**config.mk**
```make
export PLATFORM = sky130hd
export DESIGN_NAME = ucaspian_step_sched
export DESIGN_NICKNAME = d
export VERILOG_FILES = /design/src/rtl/ucaspian_step_sched.sv
export SDC_FILE = /design/constraint.sdc
export NUM_CORES = 1
export LEC_CHECK = 0
export CORE_MARGIN = 3
export CORE_UTILIZATION = 30
export CTS_CLUSTER_DIAMETER = 50
export DETAILED_ROUTE_END_ITERATION = 7
export PLACE_DENSITY_LB_ADDON = 0.1
export RECOVER_POWER = 25
export SLEW_MARGIN = 20
export SYNTH_ARGS = -nofsm -noshare
export SYNTH_HDL_FRONTEND = slang
export SYNTH_SLANG_ARGS = --single-unit
```
**constraint.sdc**
```tcl
create_clock -name clk -period 4.5 [get_ports clk]
set_clock_uncertainty 0.15 [all_clocks]
set_input_delay 0.45 -clock clk [delete_from_list [all_inputs] [get_ports clk]]
set_output_delay 0.45 -clock clk [all_outputs]
set_load 0.01 [all_outputs]
```
**src/rtl/ucaspian_step_sched.sv**
```systemverilog
// Time-step scheduler: sequences RUN/CLEAR commands across the units; next_step 1 cycle after accept, step period 2+SETTLE_CYC.
// Backpressure: cmd_rdy only in IDLE; the response is held until rsp_rdy, with IDLE following the handshake.
module ucaspian_step_sched #(
  parameter int NUM_UNITS  = 3,
  parameter int SETTLE_CYC = 2,
  parameter int TIMEOUT    = 65535
) (
  input  logic                 clk,
  input  logic                 reset,
  input  logic [1:0]           cmd_op,
  input  logic [15:0]          cmd_steps,
  input  logic                 cmd_vld,
  output logic                 cmd_rdy,
  output logic                 enable,
  output logic                 next_step,
  output logic                 clear_act,
  output logic                 clear_config,
  input  logic [NUM_UNITS-1:0] unit_step_done,
  input  logic [NUM_UNITS-1:0] unit_clear_done,
  output logic [31:0]          step_count,
  output logic                 rsp_vld,
  output logic [1:0]           rsp_op,
  output logic                 rsp_err,
  input  logic                 rsp_rdy
);

  typedef enum logic [2:0] {
    IDLE, STEP_START, STEP_SETTLE, STEP_WAIT, CLR_SETTLE, CLR_WAIT, RESPOND
  } state_t;

  localparam logic [1:0]  OP_RUN      = 2'd0;
  localparam logic [1:0]  OP_CLR_ACT  = 2'd1;
  localparam logic [1:0]  OP_CLR_CFG  = 2'd2;
  localparam logic [1:0]  OP_RSVD     = 2'd3;
  localparam logic [3:0]  SETTLE_LAST = 4'(SETTLE_CYC - 1);
  localparam logic [31:0] WD_LAST     = 32'(TIMEOUT - 1);

  state_t      state, state_d;
  logic [1:0]  op_q;
  logic [15:0] steps_left;
  logic [3:0]  settle_cnt;
  logic [31:0] wd_cnt;
  logic        wd_expired, step_ok, clr_ok, accept;

  assign accept     = (state == IDLE) && cmd_vld;
  assign wd_expired = (TIMEOUT != 0) && (wd_cnt == WD_LAST);
  assign step_ok    = (state == STEP_WAIT) && (&unit_step_done);
  assign clr_ok     = (state == CLR_WAIT) && (&unit_clear_done);

  always_comb begin
    state_d = state;
    case (state)
      IDLE: begin
        if (cmd_vld) begin
          case (cmd_op)
            OP_RUN:                 state_d = (cmd_steps == 16'd0) ? RESPOND : STEP_START;
            OP_CLR_ACT, OP_CLR_CFG: state_d = CLR_SETTLE;
            default:                state_d = RESPOND;
          endcase
        end
      end
      STEP_START:  state_d = STEP_SETTLE;
      STEP_SETTLE: if (settle_cnt == 4'd0) state_d = STEP_WAIT;
      // Done takes priority over a watchdog expiry in the same cycle.
      STEP_WAIT: begin
        if (&unit_step_done)  state_d = (steps_left == 16'd1) ? RESPOND : STEP_START;
        else if (wd_expired)  state_d = RESPOND;
      end
      CLR_SETTLE:  if (settle_cnt == 4'd0) state_d = CLR_WAIT;
      CLR_WAIT:    if ((&unit_clear_done) || wd_expired) state_d = RESPOND;
      RESPOND:     if (rsp_rdy) state_d = IDLE;
      default:     state_d = IDLE;
    endcase
  end

  always_ff @(posedge clk) begin
    if (reset) begin
      state      <= IDLE;
      op_q       <= 2'd0;
      steps_left <= 16'd0;
      settle_cnt <= 4'd0;
      wd_cnt     <= 32'd0;
      step_count <= 32'd0;
      rsp_err    <= 1'b0;
    end else begin
      state <= state_d;
      if (accept) begin
        op_q       <= cmd_op;
        steps_left <= cmd_steps;
        rsp_err    <= (cmd_op == OP_RSVD);
      end
      if ((state == STEP_SETTLE) || (state == CLR_SETTLE)) settle_cnt <= settle_cnt - 4'd1;
      else                                                 settle_cnt <= SETTLE_LAST;
      if ((state == STEP_WAIT) || (state == CLR_WAIT)) wd_cnt <= wd_cnt + 32'd1;
      else                                             wd_cnt <= 32'd0;
      if (step_ok) begin
        step_count <= step_count + 32'd1;
        steps_left <= steps_left - 16'd1;
      end
      if (clr_ok) step_count <= 32'd0;
      if (wd_expired && (((state == STEP_WAIT) && !(&unit_step_done)) ||
                         ((state == CLR_WAIT) && !(&unit_clear_done))))
        rsp_err <= 1'b1;
      if ((state == RESPOND) && rsp_rdy) rsp_err <= 1'b0;
    end
  end

  assign cmd_rdy      = (state == IDLE) && !reset;
  assign enable       = (state == STEP_START) || (state == STEP_SETTLE) || (state == STEP_WAIT);
  assign next_step    = (state == STEP_START);
  assign clear_act    = ((state == CLR_SETTLE) || (state == CLR_WAIT)) && (op_q == OP_CLR_ACT);
  assign clear_config = ((state == CLR_SETTLE) || (state == CLR_WAIT)) && (op_q == OP_CLR_CFG);
  assign rsp_vld      = (state == RESPOND);
  assign rsp_op       = op_q;

endmodule

```
== After elaboration in Yosys (flattened, before gate mapping) ==
Index checks and enable logic that the tools add are counted.
Word-level totals
  bits in registers: 90
  bits in latches: 0
  memory bits (writable): 0
  ROM bits: 0
  input port bits: 28
  output and inout port bits: 41
  memories: 0
Operators by class
  add/subtract/negate cells: 4
  multipliers: 0
  divide/modulo/power cells: 0
  $lt $le $gt $ge: 0
  eq/ne operators: 19
  shifts and indexed selects: 0
  multiplexer cells: 16
  bitwise logic cells: 2
  reduce and logical (&&, ||, !) cells: 34
Operator list (count)
  $add A32 B1 Y32 const B: 2
  $eq A32 B16 Y1 const B: 1
  $mux W16: 2
  $mux W3: 9
  $pmux W3 S7: 1
  $eq A16 B1 Y1 const B: 1
  $logic_not A16 Y1: 1
  $sub A16 B1 Y16 const B: 1
  $logic_and A1 B1 Y1: 10
  $reduce_or A2 Y1: 5
  $eq A3 B3 Y1 const B: 3
  $ne A2 B2 Y1 const B: 4
  $logic_or A1 B1 Y1: 7
  $eq A2 B2 Y1 const B: 3
  $eq A3 B2 Y1 const B: 2
  $pmux W3 S2: 1
  $reduce_and A3 Y1: 2
  $reduce_and A6 Y1: 1
  $eq A2 B1 Y1 const B: 2
  $logic_not A4 Y1: 1
  $reduce_bool A2 Y1: 2
  $sub A4 B1 Y4 const B: 1
  $eq A3 B1 Y1 const B: 1
  $logic_not A1 Y1: 3
  6 further kinds: 9

== Logic depth before layout (Yosys ltp) ==
Gate-level depths: netlist of run 1.
  depth after elaboration: 6
  gate-level depth with buffers: 7
  depth with buffers taken out: 7

== Worst setup path after synthesis of run 1 ==
Ideal clock, no wire load.
  kind: flip-flop to flip-flop
  from: register step_count[0]
  to: register step_count[26]
  data arrival time: 1752 ps
  path slack: 2528 ps
  stages on the path, launching flop included: 7
  cells stage by stage: dfxtp_1 -> ha_1 -> nand2_1 -> nor3_4 -> nand3_4 -> or4_1 -> a21oi_1
On the way
  cells in the longest elaborated chain, start to end: 1
RTL lines
  start: declaration: RTL line 20  | output logic [31:0] step_count,
  start signal: assignment: RTL line 97  | step_count <= step_count + 32'd1;
  $add A32 B1 Y32: RTL line 97
No other way between the ends.
A chain may end at the register's enable or synchronous reset.

== Worst setup path in the final report of run 1 ==
  from: register state[1]
  to: register step_count[31]
On the way
  cells in the longest elaborated chain, start to end: 3
RTL lines
  start: declaration: RTL line 38  | state_t state, state_d;
  start signal: assignment: RTL line 86  | state <= state_d;
  $eq A3 B3 Y1: RTL line 48  | assign clr_ok = (state == CLR_WAIT) && (&unit_clear_done);
  $logic_and A1 B1 Y1: RTL line 48
  $reduce_or A2 Y1 (no source line)
Parallel ways exist; a longest one is shown, timed or not.

==> results.sh, run 1 <==
export IMPL_status="completed"
export IMPL_core_um2=14600
export IMPL_end_kind="flop"
export IMPL_power_frac_clock=0.347
export IMPL_clk_pin_slew_worst_paths_ps=70
export IMPL_required_ps=4630
export IMPL_combPwrFrac=0.221
export IMPL_rsz0062_at_grt="false"
export IMPL_synthXorXnorAreaFrac=0.0970
export IMPL_drv_slew=0
export IMPL_port_buffers=68
export IMPL_synthSimpleGateAreaFrac=0.319
export IMPL_drc=0
export IMPL_routed_wl_um=11600
export IMPL_ys_types=56
export IMPL_tightest_slew_ps=843
export IMPL_syn_inst=549
export IMPL_dp_slack_ps=1690
export IMPL_powerDensity_nw_per_um2=391
export IMPL_drt_initial_drc_count=295
export IMPL_synthesis_area_um2=4510
export IMPL_syn_avg_cell_area_um2=8.22
export IMPL_io_pins=69
export IMPL_cts_root_buffer="clkbuf_16"
export IMPL_min_delay_path_class="flop to flop"
export IMPL_row_count=44
export IMPL_dr_pass1_iters=4
export IMPL_drv_cap=0
export IMPL_cts_resized=0
export IMPL_timing_fmax_mhz=370
export IMPL_routedWlPerCell_um=14.5
export IMPL_track_usage=0.141
export IMPL_initial_core_util=0.308
export IMPL_grt_ovfl_total=0
export IMPL_grt_pass1_wl_um=19100
export IMPL_setup_slack_ps=1790
export IMPL_clock_latency_ps=340
export IMPL_muxShareOfSynthArea=0.00721
export IMPL_antenna_found_initial=0
export IMPL_fp_dieArea_um2=16600
export IMPL_die_x_um=129
export IMPL_synth_edf_count=0
export IMPL_die_h_um=129
export IMPL_max_slew_margin_rel=0.433
export IMPL_ys_flop_type="dfxtp_1"
export IMPL_crit_path_max_fanout=16
export IMPL_fin_area_um2=5650
export IMPL_intPower_w=0.00151
export IMPL_power_switching_w=0.000703
export IMPL_grt_pass1_vias=3860
export IMPL_p_leak_nw=1.94
export IMPL_irDropWorstVdd_mv=0.182
export IMPL_grt_max_degree=33
export IMPL_htreeDepth=3
export IMPL_netSwitchingFraction=0.318
export IMPL_synthArstFlopShare=0
export IMPL_ys_ff_latch=90
export IMPL_synth_warnings=0
export IMPL_cts_setup_buffers=0
export IMPL_n_antenna_cell=0
export IMPL_fin_crit_sh=0.601
export IMPL_path_class="flop to flop"
export IMPL_place_congestion=0.795
export IMPL_setup_worst_path_start_class="flop"
export IMPL_synthAdderAreaFrac=0.0222
export IMPL_hpwl_um=8050
export IMPL_synth_seq_area_share=0.399
export IMPL_setup_viol=0
export IMPL_vias=4083
export IMPL_clock_sinks=90
export IMPL_area_delta_synth_final_pct=25.3
export IMPL_clock_path_buffers=2
export IMPL_seqPwrFrac=0.432
export IMPL_period_needed_ps=2710
export IMPL_drive_gt1_frac=0.0489
export IMPL_postRouteAntennaNets=0
export IMPL_arrival_ps=2840
export IMPL_tns_ps=0
export IMPL_vias_per_cell=5.12
export IMPL_cts_tree="done"
export IMPL_synth_compound_area_frac=0.114
export IMPL_finalHoldViolations=0
export IMPL_synth_top_family_by_area="simple AND/OR/NAND/NOR gates"
export IMPL_hold_buffers=0
export IMPL_final_nets=645
export IMPL_syn_nets=585
export IMPL_place_area_um2=5360
export IMPL_cts_buffers=9
-- through the flow --
step | utilization | power, W | hold slack [ps] | std cells
2_1_floorplan | - | 0.00130 | 286 | 549
3_3_place_gp | 0.366 | 0.00146 | 312 | 782
3_5_place_dp | 0.366 | 0.00146 | 323 | 782
4_1_cts | 0.386 | 0.00224 | 332 | 798
5_1_grt | 0.386 | 0.00235 | 349 | 798
6_report | 0.386 | 0.00221 | 331 | 798
-- state kept, by name, indices dropped and copies added, names as in the netlist --
signal	count
step_count	32
wd_cnt	32
steps_left	16
settle_cnt	4
state	3
rsp_op	2
rsp_err	1
-- area by class of cell --
class,instances,area [um^2]
clock buffer,11,233
timing repair buffer,73,714
tap,184,230
multi-input combinational,412,2520
clock inverter,5,62.6
fill,1490,8990
sequential,90,1800
inverter,23,86.3
-- cell usage after synthesis, types with 2 or more instances --
cell      instances  area (um^2)
nand2_1          41          154
a21oi_1          25          125
o32ai_1           3         26.3
o21ai_0          18         90.1
nor3_1           18         90.1
mux2_2            2         22.5
a32oi_1           2         17.5
nor3_4            2         32.5
nor3b_1           3         22.5
o211ai_1          3         22.5
clkbuf_1         17         63.8
o221ai_1          2         17.5
dfxtp_1          90         1800
a31oi_1           5         31.3
buf_1             3         11.3
and2_1            2         12.5
nand2b_1          2         12.5
nor4b_1           3         26.3
a211oi_1          3         22.5
a311oi_1          2         17.5
or3_1            16          100
and4_1           11         96.3
ha_1              8          100
a221oi_1          2         17.5
xnor2_1          29          254
nand3_1          26          130
o311ai_0          2         17.5
buf_4             2         15.0
and3_1            7         43.8
nor2_1           86          323
nand3_2           2         20.0
nand4_1          20          125
inv_1            23         86.3
o31ai_1           4         30.0
nor4_1           20          125
xor2_1           21          184
buf_2             2         10.0
or4_1             4         30.0
-- path summary, 6_finish.rpt --
path	startpoint	endpoint	slack (ps)	cells past startpoint
setup reg to reg	state[1]$_SDFFE_PP0P_	step_count[31]$_SDFFE_PP0P_	1790	6
setup / recovery	state[1]$_SDFFE_PP0P_	step_count[31]$_SDFFE_PP0P_	1790	6
hold reg to reg	rsp_op[1]$_SDFFE_PP0P_	rsp_op[1]$_SDFFE_PP0P_	330	2
hold / removal	rsp_op[1]$_SDFFE_PP0P_	rsp_op[1]$_SDFFE_PP0P_	330	2
-- power groups by stage --
stage	sequential [W]	clock (W)	combinational [W]
after floorplan	0.000922	0	0.000378
after global placement	0.000971	0	0.000489
after detailed placement	0.000972	0	0.000489
after CTS	0.000954	0.000799	0.000490
after global routing	0.000971	0.000828	0.000549
final	0.000955	0.000766	0.000488
-- metal layers --
layer	share of wire	track usage	wire, um
met4	0.016	0.0593	184
met5	0	0	0
met2	0.44	0.216	5130
met1	0.50	0.196	5810
met3	0.037	0.0237	433
-- worst max-delay path: stages, from the launching register on --
cell      delay (ps)
dfxtp_1          720
nand3b_4         180
nor3_1           220
clkbuf_1         460
nand3_2          250
or4_1            520
a21oi_1          140
-- kinds of logic after synthesis --
group,Yosys count
and+or+nand+nor,271
DFF,90
buffers and inverters,47
AOI/OAI and AO/OA,80
adders and majority gates,8
xor gates and xnor gates,50
muxes,3
-- cell usage in the layout, fill, tap and decap left out, types with 3 or more instances in the layout --
| cell type | count |
|---|---|
| o32ai_1 | 3 |
| a31oi_1 | 5 |
| a211oi_1 | 3 |
| xor2_1 | 21 |
| clkdlybuf4s50_1 | 41 |
| dlygate4sd3_1 | 27 |
| o31ai_1 | 4 |
| ha_1 | 8 |
| nor2_1 | 86 |
| nor3b_1 | 3 |
| a21oi_1 | 25 |
| clkbuf_1 | 3 |
| nand3_1 | 26 |
| o21ai_0 | 18 |
| o211ai_1 | 3 |
| nor3_1 | 18 |
| nand2_1 | 41 |
| or3_1 | 16 |
| buf_4 | 4 |
| clkbuf_16 | 9 |
| and3_1 | 7 |
| nand4_1 | 20 |
| and4_1 | 11 |
| or4_1 | 4 |
| dfxtp_1 | 90 |
| inv_1 | 23 |
| nor4_1 | 20 |
| xnor2_1 | 29 |
| nor4b_1 | 3 |
(Power assumes the default switching activity.)
==> inputs of run 2 (changes only) <==
- clock period: 4.5 -> 2.5 ns (I/O delays scaled with it)
==> run 2 against run 1 <==
Against the previous run: critical path type is now flop to output port; critical path depth is 1 lower; largest cell class unchanged; power grew 87%; cell area up 2.2%.
==> results.sh, run 2 (synthesized netlist as in run 1, its figures left out) <==
export IMPL_crit_path_max_incr_delay_ps=560
export IMPL_io_pins=69
export IMPL_cts_buffers=9
export IMPL_hold_buffers=0
export IMPL_hp_start="wd_cnt[0]$_SDFF_PP0_"
export IMPL_dr_pass1_iters=6
export IMPL_core_um2=14600
export IMPL_antenna_found_initial=0
export IMPL_clock_sinks=90
export IMPL_fp_dieArea_um2=16600
export IMPL_grt_ovfl_total=0
export IMPL_clk_pin_slew_worst_paths_ps=60
export IMPL_hold_slack_ps=328
export IMPL_required_ps=2100
export IMPL_htreeDepth=3
export IMPL_cts_resized=0
export IMPL_grt_max_degree=33
export IMPL_die_x_um=129
export IMPL_place_congestion=0.806
export IMPL_path_class="flop to output port"
export IMPL_vias=4162
export IMPL_track_usage=0.141
export IMPL_crit_path_max_fanout=10
export IMPL_cts_setup_buffers=0
export IMPL_tightest_slew_ps=519
export IMPL_min_delay_path_class="flop to flop"
export IMPL_rsz0062_at_grt="false"
export IMPL_drive_gt1_frac=0.0703
export IMPL_crit_buf_inv=3
export IMPL_n_antenna_cell=0
export IMPL_arrival_ps=1890
export IMPL_initial_core_util=0.308
export IMPL_grt_pass1_wl_um=19100
export IMPL_final_cell_mix="dfxtp_1 (90), nor2_1 (86), clkdlybuf4s50_1 (42)"
export IMPL_hpwl_um=8230
export IMPL_max_slew_margin_rel=0.654
export IMPL_final_nets=658
export IMPL_postRouteAntennaNets=0
export IMPL_port_buffers=68
export IMPL_status="completed"
export IMPL_p_leak_nw=2.02
export IMPL_drv_cap=0
export IMPL_clock_latency_ps=340
export IMPL_finalHoldViolations=0
export IMPL_area_delta_synth_final_pct=28.0
export IMPL_top_regs="step_count: 32 flops, wd_cnt: 32 flops, steps_left: 16 flops"
export IMPL_grt_pass1_vias=3969
export IMPL_tns_ps=0
export IMPL_routedWlPerCell_um=14.2
export IMPL_row_count=44
export IMPL_drv_slew=0
export IMPL_drt_initial_drc_count=208
export IMPL_cp_top_family="buffers and inverters"
export IMPL_end_kind="output port"
export IMPL_crit_start="state[2]$_SDFFE_PP0P_"
export IMPL_routed_wl_um=11500
export IMPL_die_h_um=129
export IMPL_timing_fmax_mhz=436
export IMPL_clock_path_buffers=2
export IMPL_r2r_start="state[1]$_SDFFE_PP0P_"
export IMPL_setup_worst_path_start_class="flop"
export IMPL_totalPowerFinal_w=0.00413
export IMPL_setup_viol=0
export IMPL_cts_tree="done"
export IMPL_vias_per_cell=5.14
export IMPL_period_needed_ps=2290
export IMPL_slowest_stage="clkdlybuf4s50_1"
export IMPL_path_cells="buf_4 -> inv_1 -> nand2_1 -> nor2_1 -> clkdlybuf4s50_1"
export IMPL_final_common_cell="dfxtp_1"
export IMPL_cts_root_buffer="clkbuf_16"
export IMPL_fin_crit_sh=0.917
export IMPL_powerDensity_nw_per_um2=714
export IMPL_irDropWorstVdd_mv=0.336
export IMPL_drc=0
run 2: cell types whose count changed in the layout (fill, tap and decap cells not counted):
cell	before	now
clkinvlp_4	2	1
inv_6	2	0
clkbuf_8	0	1
clkbuf_1	3	1
clkinv_4	0	1
clkdlybuf4s50_1	41	42
buf_4	4	18
bufinv_16	1	2
dlygate4sd3_1	27	26
run 2: area by class of cell:
cell class / instances / area, um^2
Inverter: 23 / 86.3
Timing Repair Buffer: 86 / 816
Clock buffer: 11 / 243
Fill cell: 1476 / 8870
Clock inverter: 4 / 76.3
Multi-Input combinational cell: 412 / 2520
Sequential cell: 90 / 1800
Tap cell: 184 / 230
run 2: where the power goes:
group	internal (W)	switching (W)
clock network	0.000901	0.000579
logic	0.000427	0.000538
registers	0.00155	0.000135
run 2: through the flow:
| step | worst slack [ps] | util | instances | cell area (um^2) |
|---|---|---|---|---|
| 2_1_floorplan | 528 | - | 549 | 4510 |
| 3_3_place_gp | 147 | 0.373 | 795 | 5460 |
| 4_1_cts | 188 | 0.395 | 810 | 5780 |
| 5_1_grt | 85.2 | 0.395 | 810 | 5780 |
| 6_report | 207 | 0.395 | 810 | 5780 |
| 3_5_place_dp | 74.8 | 0.373 | 795 | 5460 |
run 2: worst paths after layout:
path | endpoint | slack [ps] | cells after the start
max | next_step | 210 | 5
min | wd_cnt[0]$_SDFF_PP0_ | 330 | 1
max reg2reg | step_count[31]$_SDFFE_PP0P_ | 380 | 5
min reg2reg | wd_cnt[0]$_SDFF_PP0_ | 330 | 1
run 2: routing by layer:
metal,up-vias,share of wire,routed length [um],global-route usage
li1,2115,-,-,-
met1,1960,0.50,5760,0.190
met2,75,0.44,5130,0.222
met3,12,0.037,430,0.0237
met4,0,0.018,213,0.0630
met5,-,0,0,0
==> inputs of run 3 (changes only) <==
--- a/config.mk
+++ b/config.mk
@@ -7,2 +7,3 @@
 export LEC_CHECK = 0
+export ABC_AREA = 1
 export CORE_MARGIN = 3
--- a/constraint.sdc
+++ b/constraint.sdc
@@ -4,2 +4,2 @@
 set_output_delay 0.25 -clock clk [all_outputs]
-set_load 0.01 [all_outputs]
+set_load 0.005 [all_outputs]
==> run 3 against run 2 <==
Against the previous run: power grew 4.4%; sequential power is essentially flat; sequential share of layout area shrank 2.8 points; cell area grew 10%; critical endpoint is now clear_config.
==> results.sh, run 3 <==
export IMPL_dp_slack_ps=217
export IMPL_row_count=46
export IMPL_n_antenna_cell=0
export IMPL_setup_slack_ps=226
export IMPL_grt_max_degree=26
export IMPL_postRouteAntennaNets=0
export IMPL_period_needed_ps=2270
export IMPL_setup_worst_path_start_class="flop"
export IMPL_drt_initial_drc_count=269
export IMPL_ys_types=39
export IMPL_cts_tree="done"
export IMPL_yosysTopAreaCellShare=0.354
export IMPL_drv_cap=0
export IMPL_status="completed"
export IMPL_hold_path_depth=1
export IMPL_initial_core_util=0.314
export IMPL_grt_pass1_wl_um=22700
export IMPL_synthesis_area_um2=5090
export IMPL_final_nets=895
export IMPL_fp_dieArea_um2=18600
export IMPL_routed_wl_um=14000
export IMPL_tightest_slew_ps=809
export IMPL_port_buffers=68
export IMPL_final_common_cell="nand2_1"
export IMPL_track_usage=0.152
export IMPL_intPower_w=0.00296
export IMPL_clock_sinks=90
export IMPL_hpwl_um=10800
export IMPL_yosysMostFrequentCell="nand2_1"
export IMPL_clock_latency_ps=340
export IMPL_yosysTopAreaCell="dfxtp_1"
export IMPL_ys_ff_latch=90
export IMPL_min_delay_path_class="flop to flop"
export IMPL_die_h_um=136
export IMPL_p_leak_nw=2.41
export IMPL_cp_num_cells=8
export IMPL_grt_pass1_vias=4684
export IMPL_rrSetupSlack_ps=350
export IMPL_tns_ps=0
export IMPL_combPwrFrac=0.253
export IMPL_irDropWorstVdd_mv=0.354
export IMPL_arrival_ps=1870
export IMPL_seqPwrFrac=0.384
export IMPL_finalHoldViolations=0
export IMPL_reg2reg_depth=8
export IMPL_clk_pin_slew_worst_paths_ps=60
export IMPL_cts_buffers=9
export IMPL_cp_top_family="buffers and inverters"
export IMPL_synth_warnings=0
export IMPL_power_switching_w=0.00135
export IMPL_slowest_stage="clkdlybuf4s50_1"
export IMPL_required_ps=2100
export IMPL_area_delta_synth_final_pct=25.0
export IMPL_end_kind="output port"
export IMPL_setup_viol=0
export IMPL_fin_cells=1079
export IMPL_max_slew_margin_rel=0.460
export IMPL_powerDensity_nw_per_um2=677
export IMPL_utilization=0.392
export IMPL_path_class="flop to output port"
export IMPL_vias=5089
export IMPL_syn_avg_cell_area_um2=6.49
export IMPL_synth_seq_area_share=0.354
export IMPL_timing_fmax_mhz=440
export IMPL_crit_path_max_fanout=5
export IMPL_cts_root_buffer="clkbuf_16"
export IMPL_clock_path_buffers=2
export IMPL_synthArstFlopShare=0
export IMPL_io_pins=69
export IMPL_final_cell_mix="nand2_1 (191), nor2_1 (114), inv_1 (105)"
export IMPL_syn_nets=820
export IMPL_die_x_um=136
export IMPL_syn_inst=784
export IMPL_dr_pass1_iters=4
export IMPL_synthTopCellsByArea="dfxtp_1 (35%), nand2_1 (14%), nor2_1 (8.5%)"
export IMPL_synth_edf_count=0
export IMPL_crit_path_max_incr_delay_ps=530
export IMPL_drive_gt1_frac=0.0626
export IMPL_top_regs="step_count: 32 flops, wd_cnt: 32 flops, steps_left: 16 flops"
export IMPL_crit_buf_inv=4
export IMPL_fin_crit_sh=0.910
export IMPL_vias_per_cell=4.72
export IMPL_htreeDepth=3
export IMPL_drc=0
export IMPL_power_frac_clock=0.363
export IMPL_hold_buffers=0
export IMPL_place_congestion=0.875
export IMPL_path_cells="inv_1 -> nand2_1 -> nor2_2 -> inv_2 -> nand2_1 -> inv_1 -> nor3_1 -> clkdlybuf4s50_1"
export IMPL_rsz0062_at_grt="false"
export IMPL_core_um2=16200
export IMPL_grt_ovfl_total=0
export IMPL_antenna_found_initial=0
export IMPL_netSwitchingFraction=0.313
export IMPL_drv_slew=0
export IMPL_dp_cells=1064
export IMPL_synth_common_cells="nand2_1 (191), nor2_1 (115), inv_1 (105)"
export IMPL_ys_flop_type="dfxtp_1"
export IMPL_routedWlPerCell_um=13.0
## run 3: area by class of cell
class | count | area [um^2]
Fill cell | 1703 | 9870
Multi-Input combinational cell | 572 | 2810
Sequential cell | 90 | 1800
Timing Repair Buffer | 75 | 726
Inverter | 111 | 417
Tap cell | 216 | 270
Clock buffer | 10 | 239
Clock inverter | 5 | 103
## run 3: power by group through the flow
stage               combinational (W)  clock (W)  sequential [W]
floorplan                    0.000748          0         0.00166
global placement              0.00109          0         0.00168
detailed placement            0.00110          0         0.00169
CTS                           0.00111    0.00161         0.00165
global route                  0.00125    0.00165         0.00167
finish                        0.00109    0.00156         0.00166
## run 3: worst register-to-register path, delay by kind of cell (launching register included)
family | cells | cell delay (ps)
buffers and inverters | 3 | 630
and+or+nand+nor | 2 | 220
AOI/OAI and AO/OA | 3 | 730
DFF | 1 | 360
## run 3: kinds of logic after synthesis
family / after synthesis / synth area share
AO/OA/AOI/OAI: 108 / 0.118
buffers and inverters: 122 / 0.0934
XOR/XNOR: 20 / 0.0344
AND/OR/NAND/NOR: 436 / 0.381
adder cells (fa/ha/maj): 8 / 0.0197
flip-flops: 90 / 0.354
## run 3: repair_timing
item                                    4_1_cts  5_1_grt
endpoints found under the hold margin         0        0
setup buffers                                 0        0
endpoints found under the setup margin        0        2
gates resized for setup                       0        3
## run 3: final timing paths
check | end | start
hold reg to reg | settle_cnt[0]$_SDFF_PP0_ | settle_cnt[0]$_SDFF_PP0_
hold / removal | settle_cnt[0]$_SDFF_PP0_ | settle_cnt[0]$_SDFF_PP0_
setup reg to reg | wd_cnt[10]$_SDFF_PP0_ | state[1]$_SDFFE_PP0P_
setup / recovery | clear_config | state[1]$_SDFFE_PP0P_
## run 3: metal layers
layer,share of wire,vias to the layer above,GRT usage
met5,0,-,0
met4,0.011,0,0.0459
met3,0.064,10,0.0392
met2,0.44,120,0.236
met1,0.49,2285,0.208
li1,-,2674,-
## run 3: metrics by stage
stage	hold slack (ps)	instance area [um^2]	total power [W]
after global routing	306	6360	0.00458
final	294	6360	0.00431
after global placement	280	6040	0.00278
after floorplan	248	5090	0.00241
after CTS	300	6380	0.00437
after detailed placement	281	6040	0.00279
